==> src/rtl/i2c_read_reg.sv <==
// Single-byte I2C register reader: writes a register address to a device, then issues a
// repeated-start read of one byte through the shared I2C master and returns it.
module i2c_read_reg #(
    parameter logic [3:0] TIMER_PARAM = 4'd1
) (
    input  logic       clk,
    input  logic       reset,
    input  logic       start,
    input  logic [6:0] dev_address,
    input  logic [7:0] reg_address,
    output logic [7:0] data,
    output logic       data_valid,
    output logic       done,
    output logic       busy,
    output logic       message_failure,
    input  logic       timer_exp,
    output logic       timer_start,
    output logic       timer_reset,
    output logic [3:0] timer_param,
    input  logic       i2c_cmd_ready,
    input  logic       i2c_data_out_ready,
    input  logic [7:0] i2c_data_in,
    input  logic       i2c_data_in_valid,
    input  logic       i2c_bus_busy,
    input  logic       i2c_bus_control,
    input  logic       i2c_bus_active,
    input  logic       i2c_missed_ack,
    output logic [6:0] i2c_dev_address,
    output logic       i2c_cmd_start,
    output logic       i2c_cmd_read,
    output logic       i2c_cmd_write,
    output logic       i2c_cmd_stop,
    output logic       i2c_cmd_valid,
    output logic [7:0] i2c_data_out,
    output logic       i2c_data_out_valid,
    output logic       i2c_data_out_last,
    output logic       i2c_data_in_ready,
    output logic       i2c_control,
    input  logic       i2c_relinquish,
    output logic [3:0] state_out
);

    typedef enum logic [3:0] {
        S_IDLE         = 4'd0,
        S_VALIDATE_BUS = 4'd1,
        S_CMD_WRITE    = 4'd2,
        S_WRITE_ADDR   = 4'd3,
        S_CMD_READ     = 4'd4,
        S_READ_DATA    = 4'd5,
        S_CHECK_FREE   = 4'd6,
        S_DONE         = 4'd7
    } state_e;

    state_e      state_q, state_d;
    logic        first_q, first_d;
    logic        fail_q, fail_d;
    logic [7:0]  data_q, data_d;
    logic [6:0]  dev_q, dev_d;
    logic [7:0]  reg_q, reg_d;
    logic        timed;

    // States 1..6 run under the external timeout timer.
    assign timed = (state_q inside {S_VALIDATE_BUS, S_CMD_WRITE, S_WRITE_ADDR,
                                    S_CMD_READ, S_READ_DATA, S_CHECK_FREE});

    always_comb begin
        state_d = state_q;
        data_d  = data_q;
        dev_d   = dev_q;
        reg_d   = reg_q;
        fail_d  = 1'b0;
        case (state_q)
            S_IDLE: begin
                if (start) begin
                    state_d = S_VALIDATE_BUS;
                    dev_d   = dev_address;
                    reg_d   = reg_address;
                end
            end
            S_VALIDATE_BUS: if (!i2c_bus_busy && !i2c_bus_active) state_d = S_CMD_WRITE;
            S_CMD_WRITE:    if (i2c_cmd_ready) state_d = S_WRITE_ADDR;
            S_WRITE_ADDR:   if (i2c_data_out_ready) state_d = S_CMD_READ;
            S_CMD_READ:     if (i2c_cmd_ready) state_d = S_READ_DATA;
            S_READ_DATA: begin
                if (i2c_data_in_valid) begin
                    state_d = S_CHECK_FREE;
                    data_d  = i2c_data_in;
                end
            end
            S_CHECK_FREE:   if (!i2c_bus_busy && !i2c_bus_control) state_d = S_DONE;
            S_DONE:         state_d = S_IDLE;
            default:        state_d = S_IDLE;
        endcase

        // Aborts override the normal transition and never commit a captured byte.
        if (i2c_relinquish) begin
            state_d = S_IDLE;
            data_d  = data_q;
        end else if (state_q != S_IDLE && i2c_missed_ack) begin
            state_d = S_IDLE;
            data_d  = data_q;
            fail_d  = 1'b1;
        end else if (timed && !first_q && timer_exp) begin
            state_d = S_IDLE;
            data_d  = data_q;
            fail_d  = 1'b1;
        end

        first_d = (state_d != state_q);
    end

    always_ff @(posedge clk) begin
        if (reset) begin
            state_q <= S_IDLE;
            first_q <= 1'b0;
            fail_q  <= 1'b0;
            data_q  <= 8'h00;
            dev_q   <= 7'h00;
            reg_q   <= 8'h00;
        end else begin
            state_q <= state_d;
            first_q <= first_d;
            fail_q  <= fail_d;
            data_q  <= data_d;
            dev_q   <= dev_d;
            reg_q   <= reg_d;
        end
    end

    always_comb begin
        busy               = (state_q != S_IDLE);
        i2c_control        = busy;
        state_out          = state_q;
        data               = data_q;
        done               = (state_q == S_DONE);
        data_valid         = done;
        message_failure    = fail_q;
        timer_start        = timed && first_q;
        timer_reset        = timed && first_q;
        timer_param        = busy ? TIMER_PARAM : 4'd0;
        i2c_cmd_valid      = 1'b0;
        i2c_cmd_start      = 1'b0;
        i2c_cmd_write      = 1'b0;
        i2c_cmd_read       = 1'b0;
        i2c_cmd_stop       = 1'b0;
        i2c_dev_address    = 7'h00;
        i2c_data_out       = 8'h00;
        i2c_data_out_valid = 1'b0;
        i2c_data_out_last  = 1'b0;
        i2c_data_in_ready  = 1'b0;
        case (state_q)
            S_CMD_WRITE: begin
                i2c_cmd_valid   = 1'b1;
                i2c_cmd_start   = 1'b1;
                i2c_cmd_write   = 1'b1;
                i2c_dev_address = dev_q;
            end
            S_WRITE_ADDR: begin
                i2c_data_out       = reg_q;
                i2c_data_out_valid = 1'b1;
                i2c_data_out_last  = 1'b1;
            end
            S_CMD_READ: begin
                i2c_cmd_valid   = 1'b1;
                i2c_cmd_start   = 1'b1;
                i2c_cmd_read    = 1'b1;
                i2c_cmd_stop    = 1'b1;
                i2c_dev_address = dev_q;
            end
            S_READ_DATA: i2c_data_in_ready = 1'b1;
            default: ;
        endcase
    end

endmodule

==> config.mk <==
export PLATFORM = sky130hd
export DESIGN_NAME = i2c_read_reg
export DESIGN_NICKNAME = d
export VERILOG_FILES = /design/src/rtl/i2c_read_reg.sv
export SDC_FILE = /design/constraint.sdc
export NUM_CORES = 1
export LEC_CHECK = 0
export ABC_AREA = 1
export CAP_MARGIN = 25
export CORE_MARGIN = 10
export CORE_UTILIZATION = 42
export CTS_CLUSTER_SIZE = 30
export DETAILED_ROUTE_END_ITERATION = 16
export PLACE_DENSITY = 0.85
export SLEW_MARGIN = 10
export SYNTH_ARGS = -nofsm -noshare
export SYNTH_HDL_FRONTEND = slang
export SYNTH_SLANG_ARGS = --single-unit
export TNS_END_PERCENT = 30
==> constraint.sdc <==
create_clock -name clk -period 2.94 [get_ports clk]
set_clock_uncertainty 0.1 [all_clocks]
set_input_delay 0.294 -clock clk [delete_from_list [all_inputs] [get_ports clk]]
set_output_delay 0.294 -clock clk [all_outputs]
set_load 0.01 [all_outputs]
==> flow_summary_export.csv <==
group,metric,value,unit
setup_path,r2r_start,"state_out[3]",
setup_path,rr_worst_depth,6,
timing,tns,0,ps
logic_synthesis,synth-compound-area-share,12.4,%
placed_design,gp_congestion,0.850,
routing,wl_per_cell,13.2,um
global_route,gr-usage-met2,20.5,%
floorplanning,die_area,6430,um2
logic_synthesis,yosysUniqueCellTypes,26,
logic_synthesis,postSynthCellCount,214,
setup_path,cp.arrival,2160,ps
timing,finalCritPeriodShare,86.9,%
cts,clkSinkCount,29,
global_route,antenna_found_initial,0,
cts,clk_pin_slew,90,ps
logic_synthesis,yosysMostFrequentCell,"nor2_1",
logic_synthesis,synthAdderAreaFrac,0,%
logic_synthesis,yosysTopAreaCell,"dfxtp_1",
global_route,overflow,0,
timing,timing.hold.ws,361,ps
floorplanning,core-area,3420,um2
routing,first_pass_iters,4,
placed_design,dpl.hpwl,3420,um
logic_synthesis,netlist_top_cells_count,"nor2_1, dfxtp_1, inv_1, nand2_1",
status,outcome,"completed",
worst_hold_path,hp-class,"register to register",
placed_design,place.port_buffers,77,
logic_synthesis,synthMuxAreaShare,0,%
logic_synthesis,ys_warn_count,0,
cts,cts_tree,"yes",
floorplanning,io_pins,81,
cts,ctsHoldBuffers,0,
global_route,grt_use_total,13.2,%
power,p_leak,0.955,nW
logic_synthesis,synthXorXnorAreaFrac,0,%
cells_and_area,register_area,581,um2
logic_synthesis,synth_top_flop_cell,"dfxtp_1",
logic_synthesis,synth_top_family_by_area,"simple AND/OR/NAND/NOR gates",
global_route,grt_max_degree,31,
logic_synthesis,synth_area,1520,um2
cts,numCtsBuffers,5,
setup_path,criticalPathCategory,"register to primary output",
timing,worst_pin_slew,816,ps
cts,cts_resized,0,
setup_path,worstReg2RegEnd,"dev_q[2]",
routing,ant_nets,0,
setup_path,ff2ff_setup_slack,1030,ps
power,ir_worst_vdd,0.275,mV
setup_path,critPathLaunchType,"register",
floorplanning,die_h,80.2,um
global_route,met1_usage,15.9,%
flow_run,cap_violations,0,
timing,final_max_slew_viol_count,0,
cells_and_area,final_cell_area,2360,um2
global_route,grt_pass1_vias,1430,
cts,htree_num_levels,2,
logic_synthesis,synth_edf_count,0,
logic_synthesis,synthSimpleGateAreaFrac,34.3,%
timing,setup_viol,0,
cells_and_area,drive_gt1_share,10.1,%
timing,finalHoldViolCount,0,
worst_hold_path,hold_end,"data[5]",
timing,period_minus_slack,2560,ps
logic_synthesis,synth.top_cell.area_share,38.1,%
timing,rsz0062_at_grt,"false",
logic_synthesis,seq_area_frac_synth,38.1,%
placed_design,place_area,2260,um2
cts,clock_latency,310,ps
cts,clk_path_buf_depth,2,
logic_synthesis,async_flop_share,0,%
cts,ctsRootBufferMaster,"clkbuf_4",
cts,cts_setup_buffers,0,
global_route,top_usage_layer,"met2",
routing,drt-initial-drc-count,88,
routing,drc,0,
cells_and_area,syn2layout_area_growth,55.1,%
logic_synthesis,synth_area_leaders,"dfxtp_1, nor2_1, a211oi_1, inv_1, nand2_1",
global_route,grt_pass1_wl,6800,um
setup_path,crit_path_end_kind,"primary output",
floorplanning,die_w,80.2,um
cells_and_area,multi_input_area,726,um2
floorplanning,initial_utilization,44.6,%
cells_and_area,final_util,69.1,%
logic_synthesis,ys_ff_latch,29,
setup_path,cp.required,2550,ps
cells_and_area,nets,321,
routing,wl,4410,um
routing,via_per_inst,4.65,
timing,max_freq,0.391,GHz
worst_hold_path,hold_depth,2,
cells_and_area,fill_cells,302,
power,p_per_area,368,nW/um2
cells_and_area,diodes,0,
routing,vias,1550,
worst_hold_path,worstHoldStart,"data[5]",
timing,slew_headroom,45.6,%
setup_path,cp_max_fo,8,
logic_synthesis,postSynthAreaPerCell,7.12,um2
global_route,met3_usage,6.68,%
floorplanning,row_count,21,
layout by cell type, fill, tap and decap left out, types with 2 or more instances in the layout:
cell type and count:
clkdlybuf4s50_1 77, nand2_4 2, nor2_1 47, nor3_1 2, dfxtp_1 29, nand3b_1 2, inv_2 3, o21ai_1 2
nand3_1 15, a21oi_1 8, a211oi_1 15, inv_1 29, nand2_1 25, nor2_4 4, clkbuf_4 5, conb_1 4
nand2_2 6
cell families (layout without fill, tap and decap cells):
| family | Yosys count | in the layout |
|---|---|---|
| DFF | 29 | 29 |
| buffers and inverters | 49 | 119 |
| AOI/OAI and AO/OA | 28 | 28 |
| other | 1 | 4 |
| and+or+nand+nor | 107 | 107 |
how the worst max path moves through the flow:
stage                 start            endpoint  slack, ps
2_1_floorplan  state_out[2]       i2c_cmd_valid       1150
3_3_place_gp   state_out[0]       i2c_cmd_valid        830
3_5_place_dp   state_out[0]       i2c_cmd_start        760
4_1_cts        state_out[2]  i2c_dev_address[2]        370
5_1_grt        state_out[0]       i2c_cmd_valid        210
6_report       state_out[2]  i2c_dev_address[2]        380
metrics by stage:
stage	power, mW	instances	setup slack (ps)
finish	0.868	333	384
global route	0.920	333	208
CTS	0.880	332	365
detailed placement	0.541	324	760
global placement	0.540	324	828
floorplan	0.483	217	1150
final cells by class:
cell class | count | share of cell area [%]
Sequential cell | 29 | 24.6
Inverter | 33 | 5.35
Tap cell | 46 | 2.44
Clock buffer | 7 | 2.33
Multi-Input combinational cell | 139 | 30.7
Timing Repair Buffer | 78 | 33.3
Clock inverter | 1 | 1.27
report_power, final:
group / internal (mW) / switching [mW] / total, mW
clock: 0.203 / 0.130 / 0.333
combinational: 0.0653 / 0.0550 / 0.120
sequential: 0.409 / 0.00592 / 0.415
total: 0.677 / 0.191 / 0.868
state kept, by name, summed over array words and instances (netlist names):
name and flops:
reg_q 8, dev_q 7, message_failure 1, state_out 4
first_q 1, data 8
routing by layer:
metal  part of all wire [%]  wire length, um
met1                     44             1930
met4                   0.70               31
met2                     44             1950
met5                      0                0
met3                     11              498
critical path, stage by stage (launching register included):
cell and delay [ps]:
dfxtp_1 490, inv_2 90, nor2_4 140, inv_1 90, nor2_1 190, nor2_1 170
nor2_1 120, clkdlybuf4s50_1 550
Note: power is estimated with default switching activity, not from simulation.
